$ cat src/rtl/core_dbg_scanner.sv
// Sweeps the RV32 core debug port from address 0 to NUM_REGS-1 and streams
// each captured (address, data) pair to a downstream consumer over valid/ready.
module core_dbg_scanner #(
    parameter int NUM_REGS = 128,
    parameter int SETTLE   = 2
) (
    input  logic        clk,
    input  logic        rstn,
    input  logic        start_i,
    input  logic        abort_i,
    output logic        debug_en_o,
    output logic        debug_step_o,
    output logic [6:0]  debug_addr_o,
    input  logic [31:0] debug_data_i,
    output logic        out_valid_o,
    input  logic        out_ready_i,
    output logic [6:0]  out_addr_o,
    output logic [31:0] out_data_o,
    output logic        busy_o,
    output logic        done_o
);

    typedef enum logic [1:0] {
        S_IDLE,
        S_SETTLE,
        S_PRESENT,
        S_DONE
    } state_e;

    localparam logic [6:0] LAST_ADDR   = 7'(NUM_REGS - 1);
    localparam logic [3:0] SETTLE_LAST = 4'(SETTLE - 1);

    state_e      state_q, state_d;
    logic [3:0]  cnt_q, cnt_d;
    logic [6:0]  addr_q, addr_d;
    logic [6:0]  oaddr_q, oaddr_d;
    logic [31:0] odata_q, odata_d;
    logic        en_q, en_d;
    logic        valid_q, valid_d;
    logic        busy_q, busy_d;
    logic        done_q, done_d;

    logic settleDone;
    logic lastAddr;

    assign settleDone = (cnt_q == SETTLE_LAST);
    assign lastAddr   = (addr_q == LAST_ADDR);

    always_ff @(posedge clk or negedge rstn) begin
        if (!rstn) begin
            state_q <= S_IDLE;
            cnt_q   <= '0;
            addr_q  <= '0;
            oaddr_q <= '0;
            odata_q <= '0;
            en_q    <= 1'b0;
            valid_q <= 1'b0;
            busy_q  <= 1'b0;
            done_q  <= 1'b0;
        end else begin
            state_q <= state_d;
            cnt_q   <= cnt_d;
            addr_q  <= addr_d;
            oaddr_q <= oaddr_d;
            odata_q <= odata_d;
            en_q    <= en_d;
            valid_q <= valid_d;
            busy_q  <= busy_d;
            done_q  <= done_d;
        end
    end

    // Abort outranks a same-cycle handshake so a discarded entry is never counted.
    always_comb begin
        state_d = state_q;
        case (state_q)
            S_IDLE: begin
                if (start_i) state_d = S_SETTLE;
            end
            S_SETTLE: begin
                if (abort_i)         state_d = S_IDLE;
                else if (settleDone) state_d = S_PRESENT;
            end
            S_PRESENT: begin
                if (abort_i)          state_d = S_IDLE;
                else if (out_ready_i) state_d = lastAddr ? S_DONE : S_SETTLE;
            end
            S_DONE: begin
                state_d = S_IDLE;
            end
            default: begin
                state_d = S_IDLE;
            end
        endcase
    end

    // Datapath next values plus output flags decoded from the next state,
    // so every output leaves a flop.
    always_comb begin
        cnt_d   = cnt_q;
        addr_d  = addr_q;
        oaddr_d = oaddr_q;
        odata_d = odata_q;
        case (state_q)
            S_IDLE: begin
                if (start_i) begin
                    addr_d = '0;
                    cnt_d  = '0;
                end
            end
            S_SETTLE: begin
                if (abort_i) begin
                    addr_d = '0;
                    cnt_d  = '0;
                end else if (settleDone) begin
                    odata_d = debug_data_i;
                    oaddr_d = addr_q;
                    cnt_d   = '0;
                end else begin
                    cnt_d = cnt_q + 4'd1;
                end
            end
            S_PRESENT: begin
                if (abort_i) begin
                    addr_d = '0;
                    cnt_d  = '0;
                end else if (out_ready_i && !lastAddr) begin
                    addr_d = addr_q + 7'd1;
                    cnt_d  = '0;
                end
            end
            S_DONE: begin
                addr_d = '0;
                cnt_d  = '0;
            end
            default: begin
                addr_d = '0;
                cnt_d  = '0;
            end
        endcase

        en_d    = (state_d == S_SETTLE) || (state_d == S_PRESENT);
        valid_d = (state_d == S_PRESENT);
        busy_d  = (state_d != S_IDLE);
        done_d  = (state_d == S_DONE);
    end

    assign debug_en_o   = en_q;
    assign debug_step_o = 1'b0;
    assign debug_addr_o = addr_q;
    assign out_valid_o  = valid_q;
    assign out_addr_o   = oaddr_q;
    assign out_data_o   = odata_q;
    assign busy_o       = busy_q;
    assign done_o       = done_q;

endmodule

$ cat config.mk
export PLATFORM = sky130hd
export DESIGN_NAME = core_dbg_scanner
export DESIGN_NICKNAME = d
export VERILOG_FILES = /design/src/rtl/core_dbg_scanner.sv
export SDC_FILE = /design/constraint.sdc
export NUM_CORES = 1
export LEC_CHECK = 0
export CAP_MARGIN = 20
export CORE_MARGIN = 2
export CORE_UTILIZATION = 45
export CTS_CLUSTER_DIAMETER = 40
export CTS_CLUSTER_SIZE = 40
export DETAILED_ROUTE_END_ITERATION = 10
export GPL_TIMING_DRIVEN = 0
export PLACE_DENSITY = 0.8
export SLEW_MARGIN = 10
export SYNTH_ARGS = -nofsm -noshare
export SYNTH_HDL_FRONTEND = slang
export SYNTH_SLANG_ARGS = --single-unit
$ cat constraint.sdc
create_clock -name clk -period 2 [get_ports clk]
set_clock_uncertainty 0.15 [all_clocks]
set_input_delay 0.4 -clock clk [delete_from_list [all_inputs] [get_ports clk]]
set_output_delay 0.4 -clock clk [all_outputs]
set_load 0.005 [all_outputs]
==> impl_metrics.env <==
export IMPL_yosys_warnings=0
export IMPL_ys_seq_area_share_pct=55.9
export IMPL_muxShareOfSynthArea_pct=23.3
export IMPL_synth_simple_gate_area_share_pct=8.08
export IMPL_drive_above_1_share_pct=25.2
export IMPL_crit_fanout=5
export IMPL_slew_headroom_pct=57.3
export IMPL_preCtsSetupSlack_ps=-369
export IMPL_final_util_pct=66.6
export IMPL_place_gp_congestion=0.742
export IMPL_crit_buf_inv=0
export IMPL_dr_total_vias=1711
export IMPL_cpMaxStageDelayCell="dfrtp_1"
export IMPL_total_power_uw=4260
export IMPL_synth_cell_types=37
export IMPL_swShare_pct=26.9
export IMPL_drv_cap=0
export IMPL_tightest_slew_ps=640
export IMPL_final_cells=342
export IMPL_crit_type="reg2reg"
export IMPL_die_area_mm2=0.00619
export IMPL_grt_pass1_wl_um=8290
export IMPL_maxSlewViolCount=0
export IMPL_period_needed_ps=1900
export IMPL_fmax_mhz=525
export IMPL_die_h_um=78.6
export IMPL_viasPerCell=5.00
export IMPL_endpoint_kind="flop"
export IMPL_avgSynthCellArea_um2=14.7
export IMPL_gr_total_overflow=0
export IMPL_antennaDiodeCount=0
export IMPL_status="complete, no violations"
export IMPL_crit_path_max_incr_delay_ps=430
export IMPL_hold_viol=0
export IMPL_area_sequential_mm2=0.00140
export IMPL_hp_class="reg2reg"
export IMPL_seqPwrFrac_pct=41.5
export IMPL_cts_sinks=56
export IMPL_initial_core_util_pct=46.1
export IMPL_htreeDepth=2
export IMPL_synth_xor_area_share_pct=0
export IMPL_die_w_um=78.6
export IMPL_synth_nets=213
export IMPL_worst_slack_ps=96.5
export IMPL_critPathRequiredTime_ps=2040
export IMPL_cts_buffers=5
export IMPL_setup_violations=0
export IMPL_fin_crit_sh_pct=95.2
export IMPL_syn_to_final_growth_pct=44.5
export IMPL_crit_path_start_kind="flop"
export IMPL_ioPinCount=88
export IMPL_clockPowerShare_pct=14.3
export IMPL_cts_buffer_depth=2
export IMPL_grtUsageTotal_pct=17.4
export IMPL_power_internal_uw=3120
export IMPL_clockRootBuffer="clkbuf_8"
export IMPL_cp_cell_sequence="ha_4 > and4_4 > a31o_2 > nand2_1 > and2_1 > ha_1"
export IMPL_first_iter_violations=32
export IMPL_netlist_area_mm2=0.00251
export IMPL_cts_tree="yes"
export IMPL_p_switching_uw=1150
export IMPL_final_nets=312
export IMPL_synth_top_family_by_area="multiplexers"
export IMPL_pwr_share_comb_pct=44.1
export IMPL_grt_max_degree=30
export IMPL_synthAdderAreaFrac_pct=2.99
export IMPL_rows=27
export IMPL_grt_antenna_before_repair=0
export IMPL_cp_top_family="simple AND/OR/NAND/NOR gates"
export IMPL_p_leak_uw=0.00170
export IMPL_port_buffers=86
export IMPL_holdWs_ps=352
export IMPL_core_mm2=0.00544
export IMPL_p_per_area_mw_per_mm2=1180
export IMPL_first_global_vias=1671
export IMPL_synth_compound_area_share_pct=6.49
export IMPL_dp_hpwl_um=3810
export IMPL_multi_input_area_mm2=0.00104
export IMPL_wl_per_cell_um=15.1
export IMPL_clock_latency_ps=300
export IMPL_syn_inst=170
export IMPL_antenna_left=0
export IMPL_dp_cells=329
export IMPL_rsz0062_at_grt="false"
export IMPL_drtPass1Iterations=4
export IMPL_critPathArrivalTime_ps=1950
export IMPL_ys_seq_elements=56
export IMPL_clkTransAtPathRegs_ps=90
export IMPL_drc=0
export IMPL_peakVddDrop_mv=0.621
export IMPL_fill_cells=407
export IMPL_wirelength_um=5150
==> logic make-up (layout without fill, tap and decap cells) <==
logic type,Yosys count,in the layout
DFF,56,56
muxes,40,40
and+or+nand+nor,32,32
AOI/OAI and AO/OA,23,23
buffers and inverters,12,112
adders and majority gates,6,6
other,1,1
==> power by group through the flow <==
| stage | logic [µW] | registers [µW] | clock network [µW] |
|---|---|---|---|
| floorplan | 882 | 1790 | 0 |
| global route | 2010 | 1820 | 701 |
| global placement | 1840 | 1760 | 0 |
| CTS | 1890 | 1770 | 645 |
| finish | 1880 | 1770 | 611 |
| detailed placement | 1880 | 1790 | 0 |
==> tightest hold or removal path, cell delays in order, from the launching register on <==
cell,delay (ps)
dfrtp_1,360
nand2_1,50
o21ai_0,60
==> metal layers <==
layer	up-vias	share of wire (%)	GRT usage, %
li1	804	-	-
met1	843	43	22.8
met2	57	50	28.7
met3	7	5.5	4.02
met4	0	1.4	5.79
met5	-	0	0
==> Yosys cell counts, drive strengths merged <==
library cell / number / share of area [%]
nor3b: 4 / 2.0
dfrtp: 56 / 56
a21o: 1 / 0.30
a41oi: 2 / 0.70
and4: 1 / 0.35
or3b: 1 / 0.35
a21oi: 4 / 1.2
nand2b: 3 / 0.75
nor3: 1 / 0.20
o2bb2ai: 1 / 0.35
inv: 6 / 0.90
o221ai: 1 / 0.35
and2: 1 / 0.25
mux2i: 2 / 0.80
a211o: 1 / 0.35
buf: 5 / 2.1
nand2: 11 / 1.7
ha: 6 / 3.0
nand4bb: 1 / 0.45
nand3: 3 / 0.60
mux2: 38 / 22
clkbuf: 1 / 0.15
a31o: 1 / 0.35
and3: 2 / 0.50
or2b: 1 / 0.30
o21ai: 3 / 0.60
nor2: 2 / 0.30
a31oi: 9 / 2.2
or3: 1 / 0.25
conb: 1 / 0.15
==> cells in the final DEF (no fill, tap or decap), types with 2 or more instances in the layout <==
master	n
mux2_2	2
a31oi_1	9
dfrtp_1	54
clkdlybuf4s50_1	84
mux2i_1	2
clkbuf_8	6
dfrtp_2	2
mux2_4	36
o21ai_1	2
a41oi_1	2
nand2b_1	3
buf_4	5
a21oi_1	3
nand2_1	10
nor2_1	2
and3_1	2
nand3_1	3
buf_6	4
nor3b_2	2
ha_1	5
inv_1	6
clkinv_2	2
==> registers in the layout (all words and copies together), names as in the netlist <==
signal	cells
debug_en_o	1
state_q	2
done_o	1
out_data_o	32
out_valid_o	1
out_addr_o	7
cnt_q	4
debug_addr_o	7
busy_o	1
==> metrics by stage <==
| step | TNS [ps] | area (µm²) |
|---|---|---|
| after floorplan | 0 | 2510 |
| after global placement | -81300 | 3460 |
| after detailed placement | -8390 | 3470 |
| after CTS | 0 | 3580 |
| after global routing | 0 | 3620 |
| final | 0 | 3620 |
==> final cells by class <==
cell class | instances | area share [%]
multi-input combinational | 102 | 28.8
sequential | 56 | 38.8
clock inverter | 2 | 0.276
tap | 72 | 2.49
inverter | 6 | 0.622
timing repair buffer | 92 | 25.3
buffer | 6 | 1.55
clock buffer | 6 | 2.28
==> worst paths after layout <==
kind                            startpoint         endpoint  slack (ps)  cells after the start
min                          out_addr_o[1]    out_addr_o[1]         350                      2
min in group asynchronous             rstn    out_addr_o[1]         490                      2
max reg2reg                debug_addr_o[1]       debug_en_o         100                      6
min reg2reg                  out_addr_o[1]    out_addr_o[1]         350                      2
max                        debug_addr_o[1]       debug_en_o         100                      6
max in group asynchronous             rstn  debug_addr_o[3]         630                      3
==> timing repair <==
item | 4_1_cts | 5_1_grt
endpoints found under the hold margin | 27 | 0
hold buffers | 1 | 0
gates resized for setup | 3 | 5
endpoints found under the setup margin | 1 | 9
pin swaps | 0 | 1
buffers inserted | 1 | 3
Note: power is estimated with default switching activity, not from simulation.
